===== src/rtl/router_fsm.sv =====
// router_fsm: 1x3 router control FSM (address decode, load sequencing, full back-pressure, parity ordering)
module router_fsm (
    input  logic       clock,
    input  logic       resetn,
    input  logic       pkt_valid,
    input  logic [1:0] data_in,
    input  logic       parity_done,
    input  logic       low_pkt_valid,
    input  logic       fifo_full,
    input  logic       fifo_empty_0,
    input  logic       fifo_empty_1,
    input  logic       fifo_empty_2,
    input  logic       soft_reset_0,
    input  logic       soft_reset_1,
    input  logic       soft_reset_2,
    output logic       busy,
    output logic       detect_add,
    output logic       lfd_state,
    output logic       ld_state,
    output logic       laf_state,
    output logic       full_state,
    output logic       write_enb_reg,
    output logic       rst_int_reg
);
    typedef enum logic [2:0] {
        DECODE_ADDRESS,
        LOAD_FIRST_DATA,
        LOAD_DATA,
        FIFO_FULL_STATE,
        LOAD_AFTER_FULL,
        LOAD_PARITY,
        CHECK_PARITY_ERROR,
        WAIT_TILL_EMPTY
    } state_e;

    state_e     state_q, state_d;
    logic [1:0] addr_q, addr_d;
    logic [3:0] empty_v, soft_v;

    // address 3 has no FIFO: treat it as never empty and never soft-reset
    assign empty_v = {1'b0, fifo_empty_2, fifo_empty_1, fifo_empty_0};
    assign soft_v  = {1'b0, soft_reset_2, soft_reset_1, soft_reset_0};

    // state and captured destination address
    always_ff @(posedge clock or negedge resetn) begin
        if (!resetn) begin
            state_q <= DECODE_ADDRESS;
            addr_q  <= 2'b00;
        end else begin
            state_q <= state_d;
            addr_q  <= addr_d;
        end
    end

    // next-state logic; soft reset of the selected FIFO overrides every transition
    always_comb begin
        state_d = state_q;
        addr_d  = addr_q;
        case (state_q)
            DECODE_ADDRESS: begin
                if (pkt_valid) begin
                    addr_d = data_in;
                    if (data_in != 2'b11)
                        state_d = empty_v[data_in] ? LOAD_FIRST_DATA : WAIT_TILL_EMPTY;
                end
            end
            WAIT_TILL_EMPTY:    state_d = empty_v[addr_q] ? LOAD_FIRST_DATA : WAIT_TILL_EMPTY;
            LOAD_FIRST_DATA:    state_d = LOAD_DATA;
            LOAD_DATA:          state_d = fifo_full ? FIFO_FULL_STATE : (pkt_valid ? LOAD_DATA : LOAD_PARITY);
            FIFO_FULL_STATE:    state_d = fifo_full ? FIFO_FULL_STATE : LOAD_AFTER_FULL;
            LOAD_AFTER_FULL:    state_d = parity_done ? DECODE_ADDRESS : (low_pkt_valid ? LOAD_PARITY : LOAD_DATA);
            LOAD_PARITY:        state_d = CHECK_PARITY_ERROR;
            CHECK_PARITY_ERROR: state_d = fifo_full ? FIFO_FULL_STATE : DECODE_ADDRESS;
            default:            state_d = DECODE_ADDRESS;
        endcase
        if (state_q != DECODE_ADDRESS && soft_v[addr_q])
            state_d = DECODE_ADDRESS;
    end

    assign detect_add    = (state_q == DECODE_ADDRESS);
    assign lfd_state     = (state_q == LOAD_FIRST_DATA);
    assign ld_state      = (state_q == LOAD_DATA);
    assign laf_state     = (state_q == LOAD_AFTER_FULL);
    assign full_state    = (state_q == FIFO_FULL_STATE);
    assign rst_int_reg   = (state_q == CHECK_PARITY_ERROR);
    assign write_enb_reg = ld_state | laf_state | (state_q == LOAD_PARITY);
    assign busy          = !(detect_add | ld_state);
endmodule


===== config.mk =====
export PLATFORM = sky130hd
export DESIGN_NAME = router_fsm
export DESIGN_NICKNAME = d
export VERILOG_FILES = /design/src/rtl/router_fsm.sv
export SDC_FILE = /design/constraint.sdc
export NUM_CORES = 1
export LEC_CHECK = 0
export BUFFER_PORTS_ARGS = -buffer_cell sky130_fd_sc_hd__buf_2
export CAP_MARGIN = 20
export CORE_MARGIN = 5
export CORE_UTILIZATION = 30
export DETAILED_ROUTE_END_ITERATION = 6
export GPL_ROUTABILITY_DRIVEN = 0
export PLACE_DENSITY_LB_ADDON = 0.3
export SYNTH_ARGS = -nofsm -noshare
export SYNTH_HDL_FRONTEND = slang
export SYNTH_SLANG_ARGS = --single-unit

===== constraint.sdc =====
create_clock -name clock -period 4.45 [get_ports clock]
set_input_delay 0.6675 -clock clock [delete_from_list [all_inputs] [get_ports clock]]
set_output_delay 0.6675 -clock clock [all_outputs]
set_load 0.02 [all_outputs]

Word-level counts from Yosys, hierarchy flattened
Cells that the tools add are included.
{"block": "totals", "regBits": 5, "latch_bits": 0, "mem_bits_rw": 0, "romBits": 0, "wordCells": 41, "n_memories": 0}
{"block": "op_classes", "addsub": 0, "n_mul": 0, "div": 0, "n_lt_le_gt_ge": 2, "eq_ne": 10, "shift": 0, "muxes": 18, "n_bitwise": 3, "reduce_logical": 6}
{"op": "3-bit two-way mux", "count": 10}
{"op": "3-bit one-hot mux with 8 select lines", "count": 1}
{"op": "3-bit equality test, second input constant", "count": 4}
{"op": "1-bit binary-select mux with 2-bit select", "count": 3}
{"op": "3-bit by 2-bit equality test with 1-bit output, second input constant", "count": 2}
{"op": "2-bit by 3-bit < comparator with 1-bit output, second input constant", "count": 2}
{"op": "2-bit AND reduction", "count": 2}
{"op": "3-bit by 1-bit equality test with 1-bit output, second input constant", "count": 1}
{"op": "3-bit logical NOT", "count": 1}
{"op": "1-bit two-way mux", "count": 3}
{"op": "3-bit by 1-bit inequality test with 1-bit output, second input constant", "count": 1}
{"op": "3-bit by 2-bit inequality test with 1-bit output, second input constant", "count": 1}
{"op": "1-bit OR", "count": 3}
{"op": "3-bit nonzero test", "count": 1}
{"op": "2-bit two-way mux", "count": 1}
{"op": "2-bit inequality test, second input constant", "count": 1}
{"op": "1-bit logical AND", "count": 1}
{"op": "1-bit logical NOT", "count": 1}

Depth between registers and ports, before layout
{"block": "depth", "word_depth": 7, "mapped_depth": 6, "ltp_nobuf": 5}

Worst setup path before layout
No wires, ideal clock.
{"block": "synth_timing", "kind": "register to output", "start": "reg state_q[0]", "end": "out laf_state", "arrival_ps": 1022, "required_ps": 3783, "setup_slack_ps": 2761, "path_stages_with_launch": 3, "path_buffers": 1, "cell_sequence": "dfrtp_1 > buf_6 > nor3b_1"}
{"block": "synth_between", "elab_chain_cells": 1}
{"item": "start, declared", "line_no": "36", "source": "state_e state_q, state_d;"}
{"item": "start signal, assigned", "line_no": "50", "source": "state_q <= state_d;"}
{"item": "3-bit equality test", "line_no": "83", "source": "assign laf_state = (state_q == LOAD_AFTER_FULL);"}
{"item": "end, declared", "line_no": "20", "source": "output logic laf_state,"}
Every way passes these cells.

Final worst setup path
{"block": "layout_timing", "start": "reg state_q[0]", "end": "out detect_add"}
{"block": "layout_between", "elab_chain_cells": 1}
{"item": "3-bit logical NOT", "line_no": "80", "source": "assign detect_add = (state_q == DECODE_ADDRESS);"}
{"item": "end, declared", "line_no": "17", "source": "output logic detect_add,"}
Every way passes these cells.

==> out/results.ini <==
[outcome]
status=complete, no violations

[worst_setup_path]
worstRegToRegCells=5
cpMaxStageDelayCell=dfrtp_1
path_cells=or3_4 -> clkinv_4 -> buf_2
cpPeakStageDelay_ps=460
critPathKind=flip-flop to output port
startpoint_type=flip-flop
cp-end-kind=output port
critical_path_arrival_ps=1390
critPathMaxFanout=10
r2r_end=state_q[2]
cp.required_ps=3780
reg2reg_setup_slack_ps=2940
rr_startpoint=state_q[0]

[clock_network]
clkLatencyLatePin_ps=240
htreeDepth=1
cts_tree=built
numCtsBuffers=3
root_buffer=clkbuf_4
ctsHoldBuffers=0
clock_sinks=5
clkTransAtPathRegs_ps=40
cts_resized=0
post_cts_buffers=0
clockBufferDepth=2

[timing]
fin_skew_ps=0.133
fin_setup_tns_ps=0
holdWs_ps=236
rsz0062_at_grt=false
relSlewSlack_pct=76.4
clock.fmax_mhz=487
finalHoldViolations=0
worstMarginPinSlew_ps=350
fin_crit_sh_pct=46.1
post-route-min-period_ps=2050
maxSlewViolCount=0
setup_viol=0

[logic_synthesis]
synth_cells=56
synth-seq-cells=5
synthArstFlopShare_pct=100
ys_warn_count=0
avgSynthCellArea_um2=8.42
synth_top_area_cell=dfrtp_1
syn_nets=70
yosysTopAreaCellShare_pct=26.5
ys_types=28
synth_edf_count=0
synth_common_cells=nand2_1 (6), dfrtp_1 (5), nor2_1 (5), o21ai_0 (5), nand2b_1 (4)
synthTopCellsByArea=dfrtp_1 (27%), nand2b_1 (5.3%), o21ai_0 (5.3%), buf_6 (4.8%), mux2_2 (4.8%)
post-synth-top-count-cell=nand2_1
synthFlopType=dfrtp_1
ys_seq_area_share_pct=26.5
netlist_area_um2=472

[floorplan]
die-area_um2=2470
die_x_um=49.7
row_count=14
start_util_pct=31.3
io_pins=22
core_um2=1510
die_h_um=49.7

[cells_and_area]
syn2layout_area_growth_pct=26.3
fillers=165
drive_gt1_share_pct=43.6
final_area_um2=596
antenna_cells=0
nets=93

[place]
dpl.hpwl_um=940
port_buffers=21
place_area_um2=569

[route]
vias_per_cell=5.13
detail_route.iter0.violations=7
antenna_left=0
avgRoutedWirePerCell_um=11.6
drtPass1Iterations=4
drcViolationCount=0
via_count=482
drt-total-wl_mm=1.09

[grt]
grt_pass1_vias=446
track_usage_pct=9.18
overflow=0
grt_max_degree=12
grt_pass1_wl_mm=1.77
antenna_found_initial=0

[pwr]
power.total_uw=390
leakagePower_nw=0.285
ir_drop_mv=0.244
p_per_area_nw_per_um2=655

[job]
cap_violations=0

[hold_path]
hold_path_class=primary input to async pin

==> report_power, final <==
part	internal, mW	switching, mW	total, mW
combinational	0.107	0.127	0.234
clock	0.0338	0.0165	0.0502
sequential	0.0666	0.0395	0.106
total	0.207	0.183	0.390
==> sequential cells by signal, summed over array words and instances, names as in the netlist <==
signal	cells
state_q	3
addr_q	2
==> layout make-up <==
cell class	instances	area [um^2]	share of cell area [%]
sequential	5	125	21.0
tap	16	20.0	3.36
clock buffer	4	26.3	4.41
multi-input combinational	44	299	50.2
timing repair buffer	21	105	17.6
inverter	4	20.0	3.36
==> per-stage QoR <==
| stage | cells | utilization [%] | setup slack [ps] |
|---|---|---|---|
| floorplan | 56 | - | 2760 |
| global placement | 90 | 37.8 | 2660 |
| detailed placement | 90 | 37.8 | 2650 |
| CTS | 94 | 39.5 | 2380 |
| global route | 94 | 39.5 | 2330 |
| finish | 94 | 39.5 | 2400 |
==> worst max-delay path, delay by kind of cell, from the launching register on <==
| kind | cells | cell delay (ps) |
|---|---|---|
| buf+inv | 2 | 240 |
| flops | 1 | 460 |
| simple gates | 1 | 450 |
==> placed cells by master, fill, tap and decap left out, drive strengths merged <==
master and n:
buf 21, nand2 6, nor2 5, o21ai 5, dfrtp 5, nand2b 4
clkbuf 4, inv 3, a21oi 3, nor3 2, mux2i 2, mux2 2
or3 2, o31a 2, nor3b 1, clkinv 1, or2 1, a211o 1
o221ai 1, nand3 1, a22oi 1, nor4 1, nor2b 1, o22ai 1
a32oi 1, a221o 1
==> metal layers <==
| layer | routed length [um] | global-route usage, % | part of all wire (%) | vias up |
|---|---|---|---|---|
| li1 | - | - | - | 246 |
| met1 | 495 | 11.1 | 45 | 217 |
| met2 | 484 | 13.6 | 44 | 19 |
| met3 | 113 | 4.52 | 10 | 0 |
| met4 | 0 | 3.93 | 0 | 0 |
| met5 | 0 | 0 | 0 | - |
==> logic make-up after synthesis <==
family | synth area share, %
AOI/OAI and AO/OA | 25.2
buffers and inverters | 10.1
DFF | 26.5
muxes | 9.02
and+or+nand+nor | 29.2
==> worst max-delay path by stage <==
stage | slack [ps] | end | start | cells past startpoint
after floorplan | 2760 | laf_state | state_q[0] | 2
after global placement | 2660 | detect_add | state_q[1] | 3
after detailed placement | 2650 | detect_add | state_q[0] | 3
after CTS | 2380 | detect_add | state_q[0] | 3
after global routing | 2330 | detect_add | state_q[1] | 3
final | 2400 | detect_add | state_q[0] | 3
(Power assumes the default switching activity.)
